`config.mk`:
```
export PLATFORM = sky130hd
export DESIGN_NAME = aes_word_if
export DESIGN_NICKNAME = d
export VERILOG_FILES = /design/src/rtl/aes_word_if.sv
export SDC_FILE = /design/constraint.sdc
export NUM_CORES = 1
export LEC_CHECK = 0
export ABC_CLOCK_PERIOD_IN_PS = 2860
export CAP_MARGIN = 30
export CORE_AREA = 4 4 194 196
export DETAILED_ROUTE_END_ITERATION = 12
export DIE_AREA = 0 0 198 200
export PLACE_DENSITY = 0.8
export SLEW_MARGIN = 15
export SYNTH_ARGS = -nofsm -noshare
export SYNTH_HDL_FRONTEND = slang
export SYNTH_SLANG_ARGS = --single-unit
```
`constraint.sdc`:
```
create_clock -name clk -period 2.86 [get_ports clk]
set_input_delay 0.572 -clock clk [delete_from_list [all_inputs] [get_ports clk]]
set_output_delay 0.572 -clock clk [all_outputs]
set_load 0.01 [all_outputs]
```
`src/rtl/aes_word_if.sv`:
```
// Word-serial front end for a 128-bit AES core: gathers a four-word key and four
// plaintext words, launches the core, then streams the four result words back out.
module aes_word_if #(
    parameter int TIMEOUT = 20
) (
    input  logic         clk,
    input  logic         rst,
    input  logic         key_we,
    input  logic [1:0]   key_idx,
    input  logic [31:0]  key_word,
    input  logic         in_valid,
    output logic         in_ready,
    input  logic [31:0]  in_data,
    output logic         out_valid,
    input  logic         out_ready,
    output logic [31:0]  out_data,
    output logic         out_last,
    output logic         core_ld,
    output logic [127:0] core_key,
    output logic [127:0] core_text_in,
    input  logic         core_done,
    input  logic [127:0] core_text_out,
    output logic         busy,
    output logic         err
);
    typedef enum logic [1:0] {COLLECT, LOAD, WAIT, OUT} state_t;

    localparam int CW = (TIMEOUT > 1) ? $clog2(TIMEOUT) : 1;
    localparam logic [CW-1:0] LAST_WAIT = CW'(TIMEOUT - 1);

    state_t        state, next_state;
    logic [1:0]    wcnt, ocnt;
    logic [CW-1:0] wait_cnt;
    logic [31:0]   key_w [4];
    logic [31:0]   text_w [4];
    logic [127:0]  result;
    logic          abort;

    always_ff @(posedge clk or negedge rst) begin
        if (!rst) state <= COLLECT;
        else      state <= next_state;
    end

    // Handshake outputs depend on state only, so no combinational valid->ready path exists.
    always_comb begin
        next_state = state;
        in_ready   = 1'b0;
        out_valid  = 1'b0;
        core_ld    = 1'b0;
        busy       = 1'b1;
        abort      = 1'b0;
        case (state)
            COLLECT: begin
                in_ready = 1'b1;
                busy     = 1'b0;
                if (in_valid && wcnt == 2'd3) next_state = LOAD;
            end
            LOAD: begin
                core_ld    = 1'b1;
                next_state = WAIT;
            end
            WAIT: begin
                if (core_done) begin
                    next_state = OUT;
                end else if (wait_cnt == LAST_WAIT) begin
                    next_state = COLLECT;
                    abort      = 1'b1;
                end
            end
            OUT: begin
                out_valid = 1'b1;
                if (out_ready && ocnt == 2'd3) next_state = COLLECT;
            end
        endcase
    end

    // Key and text only change in COLLECT, so they stay frozen through LOAD and WAIT.
    always_ff @(posedge clk or negedge rst) begin
        if (!rst) begin
            wcnt     <= '0;
            ocnt     <= '0;
            wait_cnt <= '0;
            result   <= '0;
            err      <= 1'b0;
            for (int i = 0; i < 4; i++) begin
                key_w[i]  <= '0;
                text_w[i] <= '0;
            end
        end else begin
            err <= abort;
            case (state)
                COLLECT: begin
                    if (key_we) key_w[key_idx] <= key_word;
                    if (in_valid) begin
                        text_w[wcnt] <= in_data;
                        wcnt         <= wcnt + 2'd1;
                    end
                end
                LOAD: wait_cnt <= '0;
                WAIT: begin
                    wait_cnt <= wait_cnt + CW'(1);
                    if (core_done) begin
                        result <= core_text_out;
                        ocnt   <= '0;
                    end
                end
                OUT: if (out_ready) ocnt <= ocnt + 2'd1;
            endcase
        end
    end

    assign core_key     = {key_w[0], key_w[1], key_w[2], key_w[3]};
    assign core_text_in = {text_w[0], text_w[1], text_w[2], text_w[3]};
    assign out_last     = (state == OUT) && (ocnt == 2'd3);

    always_comb begin
        out_data = 32'd0;
        if (state == OUT) begin
            case (ocnt)
                2'd0: out_data = result[127:96];
                2'd1: out_data = result[95:64];
                2'd2: out_data = result[63:32];
                2'd3: out_data = result[31:0];
            endcase
        end
    end
endmodule

```
==> flow_metrics.py, run 1 <==
metrics = {
    "global_routing": {
        "grt_pass1_wl_um": 69200,
        "antenna_found_initial": 3,
        "grt_max_degree": 88,
        "grt_usage_pct": 22.4,
        "grt_overflow": 0,
        "grt_pass1_vias": 12000,
    },
    "run_status": {
        "outcome": "finished with violations",
        "violations": "negative setup slack",
    },
    "floorplan": {
        "coreArea_sq_um": 36100,
        "fp.dieW_um": 198,
        "placementRows": 70,
        "boundaryPins": 494,
        "fp.dieH_um": 200,
        "start_util_pct": 44.3,
        "die_area_sq_um": 39600,
    },
    "worst_setup_path": {
        "required_ns": 2.29,
        "rrSetupSlack_ns": 0.74,
        "r2r-end": "result[99]$_DFFE_PN0P_",
        "worstSetupStartpointType": "flop",
        "r2r_start": "state[0]$_DFFE_PN0P_",
        "crit_path_start": "ocnt[0]$_DFFE_PN0P_",
        "critPathKind": "flop to primary output",
        "critical_path.endpoint": "out_data[15]",
        "reg2reg_depth": 5,
        "critPathMaxFanout": 7,
        "endpoint_kind": "primary output",
        "crit_arrival_ns": 2.30,
    },
    "placed_design": {
        "numPortBuffers": 493,
        "hpwl_um": 31700,
        "placed_cells": 1985,
        "dp_slack_ns": 0.234,
        "gp_congestion": 0.820,
    },
    "yosys": {
        "muxShareOfSynthArea_pct": 27.3,
        "synthXorXnorAreaFrac_pct": 0.0548,
        "synth_top_family_by_area": "multiplexers",
        "syn_inst": 1057,
        "avgSynthCellArea_sq_um": 15.1,
        "yosys.area_share.simple_pct": 3.55,
        "synthDistinctLibCells": 37,
        "syn_area_sq_um": 16000,
        "yosys.area_share.adder_pct": 1.10,
        "netlist.area_leader.share_pct": 62.0,
        "synth_top_area_cell": "dfrtp_1",
        "syn_nets": 1271,
        "ys_seq_area_share_pct": 62.0,
        "synth-seq-cells": 396,
        "yosysWarnings": 0,
        "synth-compound-area-share_pct": 3.88,
        "synth_area_leaders": "dfrtp_1 (62%), mux2_2 (27%), a222oi_1 (2.0%)",
    },
    "clock_network": {
        "clk_pin_slew_worst_paths_ns": 0.06,
        "numCtsBuffers": 43,
        "insertion_delay_ns": 0.55,
        "cts.sinks": 396,
        "cts-root-buf": "clkbuf_16",
        "clockBufferDepth": 3,
        "h-tree-depth": 2,
        "cts_tree": "done",
    },
    "power": {
        "peakVddDrop_uv": 786,
        "p_total_mw": 26.8,
        "leakage_nw": 10.1,
        "power_density_nw_per_um2": 1150,
    },
    "drt": {
        "first_iter_violations": 573,
        "routedWlPerCell_um": 22.3,
        "vias": 11100,
        "wirelength_um": 46400,
        "drcViolationCount": 0,
        "ant_nets": 0,
        "firstDrtPassIters": 6,
        "vias_per_cell": 5.33,
    },
    "finish": {
        "stdcell_count": 2081,
        "fill_cells": 2672,
        "area_delta_synth_final_pct": 45.4,
        "fin_nets": 1790,
        "drive_above_1_share_pct": 33.4,
    },
    "timing": {
        "fin_crit_sh_pct": 100,
        "holdWs_ns": 0.492,
        "finalSetupViolations": 1,
        "drv_slew": 0,
        "maxSlewHeadroom_pct": 64.9,
        "finClkSkew_ns": 0.0147,
        "rsz0062_at_grt": "yes",
        "worstMarginPinSlew_ns": 0.527,
        "setup_ws_ns": -0.0107,
        "fmax_mhz": 348,
        "hold_viol": 0,
        "fin_crit_ns": 2.87,
    },
    "hold_path": {
        "hold_class": "flop to flop",
        "min_path_cells": 1,
    },
    "run": {
        "drv_cap": 0,
    },
}
cell usage after synthesis:
master / instances
a21bo_2: 2
a21boi_0: 2
a21oi_1: 1
a221o_1: 1
a222oi_1: 32
a22o_1: 2
a31oi_1: 1
a32oi_1: 1
and2_1: 33
and3_1: 1
buf_2: 36
buf_4: 4
clkbuf_1: 21
dfrtp_1: 396
ha_1: 14
inv_1: 11
mux2_1: 2
mux2_2: 383
mux2i_1: 3
nand2_1: 36
nand2b_1: 6
nand3_1: 10
nand4_1: 2
nand4b_2: 2
nand4bb_1: 1
nor2_1: 3
nor2b_1: 3
nor3_1: 1
nor3_2: 1
nor3b_1: 1
nor4_1: 1
nor4bb_1: 1
o21ai_0: 38
o2bb2ai_1: 2
o32ai_1: 1
or3b_2: 1
xnor2_1: 1
cells in the final DEF (no fill, tap or decap), types with 3 or more instances in the layout:
cell / count
a222oi_1: 32
and2_1: 31
buf_12: 18
buf_16: 3
buf_2: 6
buf_4: 14
buf_6: 4
bufinv_16: 3
clkbuf_1: 15
clkbuf_16: 48
clkbuf_2: 24
clkbuf_8: 6
clkdlybuf4s50_1: 460
clkinv_2: 6
clkinvlp_4: 3
dfrtp_1: 394
diode_2: 3
ha_1: 9
ha_4: 4
inv_1: 10
mux2_2: 383
mux2i_1: 3
nand2_1: 35
nand2b_1: 6
nand3_1: 10
nor2_1: 3
nor2b_1: 3
o21ai_0: 7
o21ai_1: 31
timing repair:
action | 4_1_cts | 5_1_grt
resized for setup | 74 | 90
cloned | 3 | 3
hold buffers | 1 | 0
endpoints found under the setup margin | 35 | 33
pin swaps | 7 | 53
endpoints found under the hold margin | 56 | 0
buffers inserted | 4 | 3
kinds of logic (layout without fill, tap and decap cells):
family                     after synthesis  in the layout
AOI/OAI and AO/OA                       83             83
xor gates and xnor gates                 1              1
adders and majority gates               14             14
buffers and inverters                   72            625
DFF                                    396            396
muxes                                  388            388
other                                    0              3
and+or+nand+nor                        103            103
worst min path at each step:
stage,to,slack [ns],from
2_1_floorplan,core_key[0]$_DFFE_PN0P_,0.28,rst
3_3_place_gp,core_key[101]$_DFFE_PN0P_,0.47,core_key[101]$_DFFE_PN0P_
3_5_place_dp,core_key[101]$_DFFE_PN0P_,0.48,core_key[101]$_DFFE_PN0P_
4_1_cts,core_key[102]$_DFFE_PN0P_,0.49,core_key[102]$_DFFE_PN0P_
5_1_grt,core_key[102]$_DFFE_PN0P_,0.50,core_key[102]$_DFFE_PN0P_
6_report,core_key[102]$_DFFE_PN0P_,0.49,core_key[102]$_DFFE_PN0P_
state kept, by name (all words and copies together), names as in the netlist:
| signal | flops |
|---|---|
| core_key | 128 |
| core_text_in | 128 |
| result | 128 |
| wait_cnt | 5 |
| ocnt | 2 |
| state | 2 |
| wcnt | 2 |
| err | 1 |
metrics by stage:
stage          area [sq um]  setup TNS, ns  utilization (%)
4_1_cts               23200          -1.07             64.3
5_1_grt               23200         -0.813             64.4
2_1_floorplan         16000              0                -
3_3_place_gp          21600              0             60.0
6_report              23200        -0.0107             64.4
3_5_place_dp          21600              0             60.0
worst max-delay path: stages, from the launching register on:
cell and delay [ns]:
dfrtp_2 0.43, buf_6 0.13, ha_4 0.22, buf_12 0.16
buf_6 0.11, a222oi_1 0.33, o21ai_1 0.11, and2_1 0.14
buf_2 0.13
layout make-up:
class                           count  area [sq um]  area share [%]
Clock inverter                     13           151           0.652
Antenna cell                        3          7.51          0.0323
Inverter                           11          41.3           0.178
Tap cell                          468           586            2.52
Multi-Input combinational cell    589          5810            25.0
Timing Repair Buffer              535          5460            23.5
Clock buffer                       66          1260            5.44
Sequential cell                   396          9910            42.7
routing by layer:
layer / track usage [%] / share of wire, % / up-vias / wire length [um]
met2: 38.4 / 50 / 456 / 23400
li1: - / - / 4867 / -
met3: 6.28 / 8.3 / 106 / 3860
met4: 9.79 / 3.8 / 0 / 1780
met1: 26.5 / 37 / 5656 / 17400
met5: 0 / 0 / - / 0
power by group:
part	leakage (nW)	switching, mW	internal [mW]
registers	4.81	1.61	8.42
clock network	0.686	2.21	3.32
logic	4.57	4.51	6.69
(Power assumes the default switching activity.)
==> inputs of run 2 (changes only) <==
Settings changed: CTS_CLUSTER_DIAMETER set to 50.
==> run 2 against run 1 <==
Against the previous run:
- the flow now finishes without violations
- sequential power hardly changed
- first-iteration DRC count is 5.8% lower
- global-route usage up 0.081 points
- fmax is 2.9% higher
- via count decreased by 0.51%
- critical path depth decreased by 1
- total power grew 1.2%
- largest power group unchanged
==> flow_metrics.py, run 2 (synthesis results as in run 1) <==
metrics = {
    "timing": {
        "worstMarginPinSlew_ns": 0.523,
        "fin_crit_ns": 2.79,
        "drv_slew": 0,
        "setup_ws_ns": 0.0697,
        "rsz0062_at_grt": "yes",
        "finalSetupViolations": 0,
        "finClkSkew_ns": 0.00936,
        "fin_crit_sh_pct": 97.6,
        "fmax_mhz": 358,
        "hold_viol": 0,
        "maxSlewHeadroom_pct": 65.1,
    },
    "drt": {
        "routedWlPerCell_um": 22.1,
        "ant_nets": 0,
        "vias_per_cell": 5.29,
        "first_iter_violations": 540,
        "vias": 11000,
        "drcViolationCount": 0,
        "firstDrtPassIters": 6,
        "wirelength_um": 46100,
    },
    "power": {
        "power_density_nw_per_um2": 1160,
        "peakVddDrop_uv": 786,
        "leakage_nw": 10.1,
    },
    "floorplan": {
        "start_util_pct": 44.3,
        "coreArea_sq_um": 36100,
        "placementRows": 70,
        "fp.dieW_um": 198,
        "boundaryPins": 494,
        "fp.dieH_um": 200,
        "die_area_sq_um": 39600,
    },
    "worst_setup_path": {
        "critPathMaxFanout": 8,
        "cpPeakStageDelay_ns": 0.42,
        "critPathKind": "flop to primary output",
        "path_cells": "inv_2, ha_4, clkbuf_16, a222oi_1, o21ai_1, and2_1, buf_2",
        "cp_num_buf_inv": 3,
        "crit_arrival_ns": 2.22,
        "critical-path-top-delay-family": "compound AO/OA/AOI/OAI gates",
        "worstSetupStartpointType": "flop",
        "endpoint_kind": "primary output",
        "rrSetupSlack_ns": 0.75,
        "crit_slowest_cell": "dfrtp_1",
        "required_ns": 2.29,
    },
    "run": {
        "drv_cap": 0,
    },
    "clock_network": {
        "cts.sinks": 396,
        "cts_tree": "done",
        "h-tree-depth": 2,
        "insertion_delay_ns": 0.55,
        "numCtsBuffers": 45,
        "clk_pin_slew_worst_paths_ns": 0.06,
        "clockBufferDepth": 3,
        "cts-root-buf": "clkbuf_16",
    },
    "finish": {
        "drive_above_1_share_pct": 33.6,
        "multiInputGateArea_sq_um": 5810,
        "stdcell_count": 2083,
        "final_common_cell": "clkdlybuf4s50_1",
        "register_area_sq_um": 9910,
        "final_area_sq_um": 23300,
        "fill_cells": 2660,
        "layout_common_cells": "clkdlybuf4s50_1 (460), dfrtp_1 (395), mux2_2 (383), clkbuf_16 (48), nand2_1 (35)",
        "fin_nets": 1789,
        "area_delta_synth_final_pct": 46.0,
    },
    "global_routing": {
        "grt_pass1_vias": 12000,
        "grt_pass1_wl_um": 69500,
        "grt_max_degree": 88,
        "antenna_found_initial": 6,
        "grt_usage_pct": 22.4,
        "grt_overflow": 0,
    },
    "placed_design": {
        "numPortBuffers": 493,
        "dp_slack_ns": 0.234,
        "gp_congestion": 0.820,
        "placed_cells": 1985,
        "hpwl_um": 31700,
        "place_area_sq_um": 21600,
    },
    "run_status": {
        "outcome": "finished clean",
    },
    "hold_path": {
        "hold_class": "flop to flop",
    },
}
==> run 2: cell count changes in the layout (fill, tap and decap cells not counted), sizes merged, moves of 2 or more <==
cell    delta
buf        -2
clkbuf     -2
clkinv     -2
diode      +3
inv        +2
==> run 2: layer usage <==
layer | GRT usage (%) | routed length (um) | up-vias
met3 | 6.95 | 4020 | 95
li1 | - | - | 4871
met5 | 0 | 0 | -
met4 | 9.31 | 1730 | 0
met1 | 26.6 | 17200 | 5605
met2 | 38.3 | 23100 | 457
==> run 2: worst register-to-register path, delay by kind of cell (launching register included) <==
family	cells	cell delay, ns
adders and majority gates	1	0.50
buffers and inverters	2	0.46
DFF	1	0.43
muxes	1	0.32
and+or+nand+nor	1	0.28
==> run 2: metrics by stage <==
stage	setup TNS, ns	util (%)	total power, mW	hold slack, ns
finish	0	64.6	27.1	0.491
global route	-0.397	64.6	28.6	0.512
CTS	-0.162	64.6	27.2	0.497
detailed placement	0	60.0	21.0	0.476
global placement	0	60.0	20.6	0.471
floorplan	0	-	14.8	0.276
==> run 2: final timing paths <==
check	cells past startpoint	endpoint	start
hold reg to reg	1	core_key[102]$_DFFE_PN0P_	core_key[102]$_DFFE_PN0P_
hold / removal	1	core_key[102]$_DFFE_PN0P_	core_key[102]$_DFFE_PN0P_
max in group asynchronous	4	core_text_in[15]$_DFFE_PN0P_	rst
setup reg to reg	5	result[98]$_DFFE_PN0P_	state[0]$_DFFE_PN0P_
min in group asynchronous	2	result[111]$_DFFE_PN0P_	rst
setup / recovery	7	out_data[5]	ocnt[0]$_DFFE_PN0P_
==> run 2: power by group <==
group	leakage (nW)	switching (mW)	internal (mW)	total, mW
combinational	4.55	4.52	6.73	11.2
clock	0.733	2.26	3.55	5.82
sequential	4.81	1.61	8.42	10.0
total	10.1	8.39	18.7	27.1
==> run 2: final cells by class <==
cell class | instances | area share (%)
Sequential cell | 396 | 42.5
Multi-Input combinational cell | 589 | 24.9
Timing Repair Buffer | 532 | 23.3
Clock buffer | 66 | 5.64
Tap cell | 468 | 2.51
Clock inverter | 15 | 0.853
Inverter | 11 | 0.177
Antenna cell | 6 | 0.0644
==> run 2: repair_timing <==
action / in CTS / in global routing
cloned: 3 / 3
endpoints found under the hold margin: 56 / 0
hold buffers: 1 / 0
resized for setup: 91 / 68
setup endpoints to repair: 35 / 34
setup buffers: 4 / 0
pin swaps: 15 / 45
==> inputs of run 3 (changes only) <==
Settings changed: CORE_AREA 4 4 194 196 to 2 2 192 194, DIE_AREA 0 0 198 200 to 0 0 194 196, DONT_BUFFER_PORTS set to 1, PLACE_DENSITY 0.8 to 0.62.
==> run 3 against run 2 <==
Against the previous run:
- the run now ends with negative hold slack left
- highest routed layer is now met5
- largest cell class unchanged
- fmax grew 3.4%
- critical path type unchanged
- utilization decreased by 14 points
- sequential cell count unchanged
- total power down 16%
==> flow_metrics.py, run 3 (synthesis results as in run 1) <==
metrics = {
    "run_status": {
        "outcome": "finished with violations",
        "violations": "negative hold slack",
    },
    "worst_setup_path": {
        "path_cells": "inv_1, ha_1, buf_6, a222oi_1, o21ai_0, and2_1",
        "cpPeakStageDelay_ns": 0.41,
        "required_ns": 2.29,
        "worstSetupStartpointType": "flop",
        "critPathKind": "flop to primary output",
        "crit_arrival_ns": 2.13,
        "crit_slowest_cell": "dfrtp_2",
        "endpoint_kind": "primary output",
        "critPathMaxFanout": 32,
        "reg2reg_depth": 7,
    },
    "timing": {
        "finClkSkew_ns": 0.0191,
        "fin_crit_sh_pct": 94.4,
        "fin_tns_setup_ns": 0,
        "fin_crit_ns": 2.70,
        "finalSetupViolations": 0,
        "worstMarginPinSlew_ns": 0.972,
        "hold_viol": 396,
        "drv_slew": 0,
        "maxSlewHeadroom_pct": 35.2,
        "rsz0062_at_grt": "no",
        "fmax_mhz": 370,
        "holdWs_ns": -0.293,
    },
    "finish": {
        "drive_above_1_share_pct": 45.3,
        "fill_cells": 3105,
        "fin_nets": 1282,
        "layout_common_cells": "dfrtp_1 (395), mux2_2 (383), clkbuf_16 (49), o21ai_0 (37), nand2_1 (35)",
        "area_delta_synth_final_pct": 14.5,
        "final_common_cell": "dfrtp_1",
    },
    "power": {
        "leakage_nw": 8.09,
        "p_total_mw": 22.8,
        "peakVddDrop_uv": 633,
        "power_density_nw_per_um2": 1250,
    },
    "floorplan": {
        "start_util_pct": 44.3,
        "die_area_sq_um": 38000,
        "fp.dieH_um": 196,
        "coreArea_sq_um": 36100,
        "boundaryPins": 494,
        "fp.dieW_um": 194,
        "placementRows": 70,
    },
    "placed_design": {
        "numPortBuffers": 0,
        "hpwl_um": 25900,
        "gp_congestion": 0.778,
    },
    "drt": {
        "first_iter_violations": 515,
        "drcViolationCount": 0,
        "vias_per_cell": 5.62,
        "ant_nets": 0,
        "firstDrtPassIters": 8,
        "routedWlPerCell_um": 24.1,
        "vias": 8848,
        "wirelength_um": 37900,
    },
    "global_routing": {
        "grt_max_degree": 397,
        "grt_pass1_wl_um": 57300,
        "grt_overflow": 0,
        "grt_pass1_vias": 9178,
        "antenna_found_initial": 7,
        "grt_usage_pct": 19.4,
    },
    "clock_network": {
        "cts-root-buf": "clkbuf_16",
        "h-tree-depth": 2,
        "clk_pin_slew_worst_paths_ns": 0.06,
        "cts.sinks": 396,
        "insertion_delay_ns": 0.56,
        "numCtsBuffers": 46,
        "clockBufferDepth": 3,
        "cts_tree": "done",
    },
    "run": {
        "drv_cap": 0,
    },
    "hold_path": {
        "hold_class": "input pin to asynchronous set/reset pin",
    },
}
run 3: timing repair:
action | 4_1_cts | 5_1_grt
pin swaps | 0 | 3
endpoints found under the hold margin | 396 | 396
setup buffers | 1 | 0
endpoints found under the setup margin | 29 | 32
resized for setup | 2 | 9
run 3: report_power, final:
group	leakage, nW	internal (mW)	switching, mW	total (mW)
combinational	2.46	3.05	2.03	5.08
sequential	4.81	8.42	2.92	11.3
clock	0.819	4.01	2.35	6.36
total	8.09	15.5	7.30	22.8
run 3: path summary, 6_finish.rpt:
| check | to | startpoint | slack, ns |
|---|---|---|---|
| setup / recovery | out_data[5] | ocnt[1]$_DFFE_PN0P_ | 0.16 |
| hold / removal | core_text_in[42]$_DFFE_PN0P_ | rst | -0.29 |
| setup reg to reg | core_key[106]$_DFFE_PN0P_ | state[0]$_DFFE_PN0P_ | 0.65 |
| hold reg to reg | result[77]$_DFFE_PN0P_ | result[77]$_DFFE_PN0P_ | 0.50 |
| max in group asynchronous | core_text_in[116]$_DFFE_PN0P_ | rst | 2.33 |
| min in group clk | core_key[101]$_DFFE_PN0P_ | key_word[5] | 0.16 |
run 3: worst max-delay path: cells and delay by family (launching register included):
family | cells | cell delay (ns)
AOI/OAI and AO/OA | 2 | 0.43
adders and majority gates | 1 | 0.20
buffers and inverters | 2 | 0.28
DFF | 1 | 0.41
and+or+nand+nor | 1 | 0.21
run 3: per-layer routing:
layer / vias up / track usage, % / share of wire (%) / routed length [um]
met5: - / 0 / 0.071 / 27
met4: 4 / 6.62 / 2.3 / 866
met3: 64 / 8.60 / 11 / 4060
met2: 370 / 31.4 / 48 / 18400
met1: 4562 / 23.2 / 38 / 14600
li1: 3848 / - / - / -
run 3: per-stage QoR:
stage / area (sq um) / instances / utilization, % / worst slack, ns
2_1_floorplan: 16000 / 1057 / - / 0.831
4_1_cts: 18300 / 1570 / 50.6 / 0.00270
5_1_grt: 18300 / 1571 / 50.7 / 0.00190
3_5_place_dp: 16600 / 1487 / 45.9 / 0.513
6_report: 18300 / 1573 / 50.7 / 0.161
3_3_place_gp: 16600 / 1487 / 45.9 / 0.573
run 3: cell type report:
class / instances / area, sq um / area share [%]
Tap cell: 468 / 586 / 3.20
Timing Repair Buffer: 24 / 275 / 1.51
Antenna cell: 3 / 7.51 / 0.0410
Multi-Input combinational cell: 589 / 5790 / 31.6
Inverter: 11 / 41.3 / 0.226
Clock inverter: 18 / 309 / 1.69
Clock buffer: 64 / 1370 / 7.50
Sequential cell: 396 / 9910 / 54.2
